File: src/rtl/round_robin_arbiter_8.sv
// round_robin_arbiter_8: 8-way round-robin arbiter with registered one-hot grant.
// An owner keeps the grant while its request stays high. When the request drops,
// the remaining requesters are arbitrated on that same edge, starting just after
// the previous owner.
// Optional macro ARB_HOLD_LIMIT_EN adds a 4-bit hold counter. It forces rotation
// after HOLD_MAX cycles, but only when another requester is waiting.
module round_robin_arbiter_8 #(
  parameter int HOLD_MAX = 8
) (
  input  logic       clk,
  input  logic       rst,
  input  logic [7:0] req,
  output logic [7:0] gnt,
  output logic [2:0] gnt_idx,
  output logic       gnt_valid
);

  typedef enum logic {S_IDLE = 1'b0, S_GRANT = 1'b1} state_e;

  // HOLD_MAX must fit the 4-bit hold counter and leave room for a real hold.
  if (HOLD_MAX < 2 || HOLD_MAX > 15) begin : g_bad_hold_max
    $error("HOLD_MAX out of range 2..15");
  end

  state_e     state_q, state_d;
  logic [2:0] ptr_q, ptr_d;
  logic [2:0] own_q, own_d;
`ifdef ARB_HOLD_LIMIT_EN
  logic [3:0] cnt_q, cnt_d;
`endif

  logic [7:0] others;
  logic       rel;
  logic       force_rr;
  logic [3:0] pick_idle;
  logic [3:0] pick_re;

  // Return {found, index} for the first set bit of cand.
  // The search starts at p and wraps modulo 8.
  function automatic logic [3:0] arb_pick(input logic [7:0] cand, input logic [2:0] p);
    logic       f;
    logic [2:0] w;
    logic [2:0] i;
    f = 1'b0;
    w = 3'd0;
    for (int k = 0; k < 8; k++) begin
      i = p + 3'(k);
      if (!f && cand[i]) begin
        f = 1'b1;
        w = i;
      end
    end
    return {f, w};
  endfunction

  // State register: reset clears every piece of state, overriding req.
  always_ff @(posedge clk) begin
    if (rst) begin
      state_q <= S_IDLE;
      ptr_q   <= 3'd0;
      own_q   <= 3'd0;
`ifdef ARB_HOLD_LIMIT_EN
      cnt_q   <= 4'd0;
`endif
    end else begin
      state_q <= state_d;
      ptr_q   <= ptr_d;
      own_q   <= own_d;
`ifdef ARB_HOLD_LIMIT_EN
      cnt_q   <= cnt_d;
`endif
    end
  end

  // Next state: hold the grant, re-arbitrate on release (or forced rotation),
  // or pick a fresh winner from idle.
  always_comb begin
    state_d   = state_q;
    ptr_d     = ptr_q;
    own_d     = own_q;
`ifdef ARB_HOLD_LIMIT_EN
    cnt_d     = cnt_q;
`endif
    // The current owner is always excluded from re-arbitration.
    others    = req & ~(8'b1 << own_q);
    rel       = !req[own_q];
`ifdef ARB_HOLD_LIMIT_EN
    force_rr  = (cnt_q == 4'(HOLD_MAX - 1)) && (|others);
`else
    force_rr  = 1'b0;
`endif
    pick_idle = arb_pick(req, ptr_q);
    pick_re   = arb_pick(others, own_q + 3'd1);
    case (state_q)
      S_IDLE: begin
        if (pick_idle[3]) begin
          state_d = S_GRANT;
          own_d   = pick_idle[2:0];
`ifdef ARB_HOLD_LIMIT_EN
          cnt_d   = 4'd0;
`endif
        end
      end
      S_GRANT: begin
        if (rel || force_rr) begin
          ptr_d = own_q + 3'd1;
          if (pick_re[3]) begin
            own_d = pick_re[2:0];
          end else begin
            state_d = S_IDLE;
            own_d   = 3'd0;
          end
`ifdef ARB_HOLD_LIMIT_EN
          cnt_d = 4'd0;
`endif
        end else begin
`ifdef ARB_HOLD_LIMIT_EN
          // At the limit with nobody else waiting, the owner keeps the grant
          // and the count starts over.
          cnt_d = (cnt_q == 4'(HOLD_MAX - 1)) ? 4'd0 : cnt_q + 4'd1;
`endif
        end
      end
      default: begin
        state_d = S_IDLE;
        own_d   = 3'd0;
      end
    endcase
  end

  // Outputs are decoded purely from registered state, so they change only at clock edges.
  always_comb begin
    gnt_valid = (state_q == S_GRANT);
    gnt       = gnt_valid ? (8'b1 << own_q) : 8'b0;
    gnt_idx   = gnt_valid ? own_q : 3'd0;
  end

endmodule

File: config.mk
export PLATFORM = sky130hd
export DESIGN_NAME = round_robin_arbiter_8
export DESIGN_NICKNAME = d
export VERILOG_FILES = /design/src/rtl/round_robin_arbiter_8.sv
export SDC_FILE = /design/constraint.sdc
export NUM_CORES = 1
export LEC_CHECK = 0
export ABC_AREA = 0
export CAP_MARGIN = 20
export CORE_UTILIZATION = 30
export CTS_CLUSTER_SIZE = 25
export DETAILED_ROUTE_END_ITERATION = 12
export MAX_ROUTING_LAYER = met4
export PLACE_DENSITY = 0.5
export SLEW_MARGIN = 20
export SYNTH_ARGS = -nofsm -noshare
export SYNTH_HDL_FRONTEND = slang
export SYNTH_SLANG_ARGS = --single-unit
File: constraint.sdc
create_clock -name clk -period 3.5 [get_ports clk]
set_input_delay 1.05 -clock clk [delete_from_list [all_inputs] [get_ports clk]]
set_output_delay 1.05 -clock clk [all_outputs]
set_load 0.01 [all_outputs]
==> flow_metrics.tcl <==
set metrics [dict create \
    layout_common_cells "83 x buf_4, 22 x nor2_1, 22 x nand2_1" \
    port_buffers 21 \
    synth_cell_types 64 \
    finish.utilization_pct 42.5 \
    rows 32 \
    place_congestion 0.923 \
    synth_simple_gate_area_share_pct 17.4 \
    netlist.area_leader.share_pct 13.9 \
    clkTransAtPathRegs_ps 40 \
    hold_path_startpoint "own_q[1]" \
    yosysWarnings 0 \
    antennaDiodeCount 0 \
    clock_sinks 7 \
    drt-total-wl_mm 8.44 \
    ys_seq_area_share_pct 5.79 \
    cts_inserted_buffers 3 \
    clock_latency_ps 230 \
    postRouteAntennaNets 0 \
    critPathMaxFanout 9 \
    cts_buffer_depth 2 \
    reg2reg_to "own_q[1]" \
    dr.pass1.iters 4 \
    p_per_area_mw_per_mm2 1040 \
    synth_edf_count 0 \
    worstPathArrival_ps 3440 \
    rrSetupSlack_ps 230 \
    synthCells 287 \
    critPathSlowestCell "mux4_2" \
    ff2ff_path_depth 11 \
    hold_viol 0 \
    antenna_found_initial 0 \
    setup_viol 0 \
    cap_violations 0 \
    syn_to_final_growth_pct 36.3 \
    vias 2726 \
    drive_gt1_share_pct 36.1 \
    pre_cts_ws_ps -619 \
    yosys.area.top_type "mux4_2" \
    synth_xor_area_share_pct 2.53 \
    slowest_delay_ps 530 \
    via_per_inst 5.76 \
    fin_crit_sh_pct 95.5 \
    ir_drop_mv 0.541 \
    setup_slack_ps 159 \
    place_inst 467 \
    endpoint_kind "register" \
    dp_hpwl_mm 6.69 \
    grt_overflow 0 \
    root_buffer "clkbuf_8" \
    ys_seq_elements 7 \
    grt_pass1_wl_mm 13.5 \
    start_util_pct 31.2 \
    register_area_sq_um 140 \
    avgSynthCellArea_sq_um 8.44 \
    final_common_cell "buf_4" \
    drv_slew 0 \
    grt_pass1_vias 2563 \
    p_leak_uw 0.00138 \
    fillers 802 \
    synthArstFlopShare_pct 0 \
    mappedNetlistNets 307 \
    tritoncts "yes" \
    core_area_sq_mm 0.00777 \
    max_freq_ghz 0.299 \
    hold-worst-slack_ps 636 \
    grt_use_total_pct 20.8 \
    dieArea_sq_mm 0.00844 \
    status "complete, no violations" \
    min_path_type "register to register" \
    synth-compound-area-share_pct 29.5 \
    netlist_top_cells_area "mux4_2 14%, mux4_1 7.6%, mux2i_1 7.0%" \
    nets 392 \
    synth_area_sq_mm 0.00242 \
    first_iter_violations 164 \
    crit_type "input port to register" \
    drc_errors 0 \
    synthMuxAreaShare_pct 31.5 \
    worst_pin_slew_ps 717 \
    cp_data_required_time_ps 3600 \
    slew_headroom_pct 52.1 \
    cp-start-kind "input port" \
    multi_input_area_sq_mm 0.00214 \
    die_w_um 91.9 \
    synth_top_flop_cell "dfxtp_1" \
    synth-adder-area-share_pct 5.17 \
    wl_per_cell_um 17.8 \
    synth_top_family_by_area "multiplexers" \
    crit_path_start "req[5]" \
    grt_start_max_net_pins 22 \
    endpoint "own_q[1]" \
    post-route-min-period_ps 3340 \
    ioPinCount 22 \
    skew_ps 1.06 \
    cts_max_level 1 \
    r2r_start "ptr_q[0]" \
    cp_cell_sequence "clkbuf_2 -> a21boi_1 -> mux2_4 -> mux4_2 -> a2111o_1 -> o41a_1 -> a211oi_2 -> a211oi_1" \
    final_cells 473 \
    rsz0062_at_grt "false" \
    die_height_um 91.9 \
]
-- layout make-up --
class,instances,area share [%]
sequential,7,4.24
multi-input combinational,242,64.9
inverter,14,1.59
timing repair buffer,104,24.0
tap,102,3.87
clock buffer,4,1.36
-- how the worst min path moves through the flow --
stage / to / slack [ps] / cells past startpoint
floorplan: own_q[1] / 580 / 2
global placement: own_q[1] / 630 / 2
detailed placement: own_q[1] / 640 / 2
CTS: own_q[1] / 650 / 2
global route: own_q[1] / 710 / 2
finish: own_q[1] / 640 / 2
-- stage by stage --
step,TNS (ps),instance area [sq um],power (uW)
floorplan,0,2420,2070
global placement,-2030,3220,3150
detailed placement,-2040,3220,3140
CTS,0,3280,3320
global route,0,3300,3690
finish,0,3300,3430
-- state kept, by name, indices dropped and copies added, names as in the netlist --
| register | flops |
|---|---|
| gnt_valid | 1 |
| ptr_q | 3 |
| own_q | 3 |
-- worst max-delay path, delay by kind of cell --
family	cells	cell delay, ps
buf+inv	1	160
mux	2	820
compound gates	5	1420
-- synth_stat cells (all sizes together), types with 9 or more instances --
cell / number
mux2i: 17
inv: 12
ha: 10
clkbuf: 10
nand2: 22
a21oi: 23
buf: 14
mux4: 22
a211oi: 9
nor2: 22
-- per-layer routing --
metal / up-vias / global-route usage [%] / wire length, um
li1: 1316 / - / -
met1: 1324 / 27.3 / 3930
met2: 70 / 35.5 / 4140
met3: 16 / 0.663 / 204
met4: 0 / 5.08 / 162
met5: - / - / 0
-- cell families (layout without fill, tap and decap cells) --
kind of cell	Yosys count	after routing
AOI/OAI and AO/OA	98	98
xor gates and xnor gates	7	7
adders and majority gates	10	10
buffers and inverters	38	122
DFF	7	7
muxes	45	45
and+or+nand+nor	82	82
-- report_power, final --
group	switching, uW	total (uW)	leakage, uW	internal, uW
Combinational	1580	3160	0.00130	1580
Clock	35.8	115	0.0000228	78.9
Sequential	42.2	150	0.0000580	108
-- what timing repair did --
| item | 4_1_cts | 5_1_grt |
|---|---|---|
| endpoints found under the setup margin | 4 | 3 |
| hold buffers | 0 | 0 |
| pin swaps | 0 | 2 |
| gates resized for setup | 15 | 25 |
| setup buffers | 0 | 2 |
Note: power is estimated with default switching activity, not from simulation.
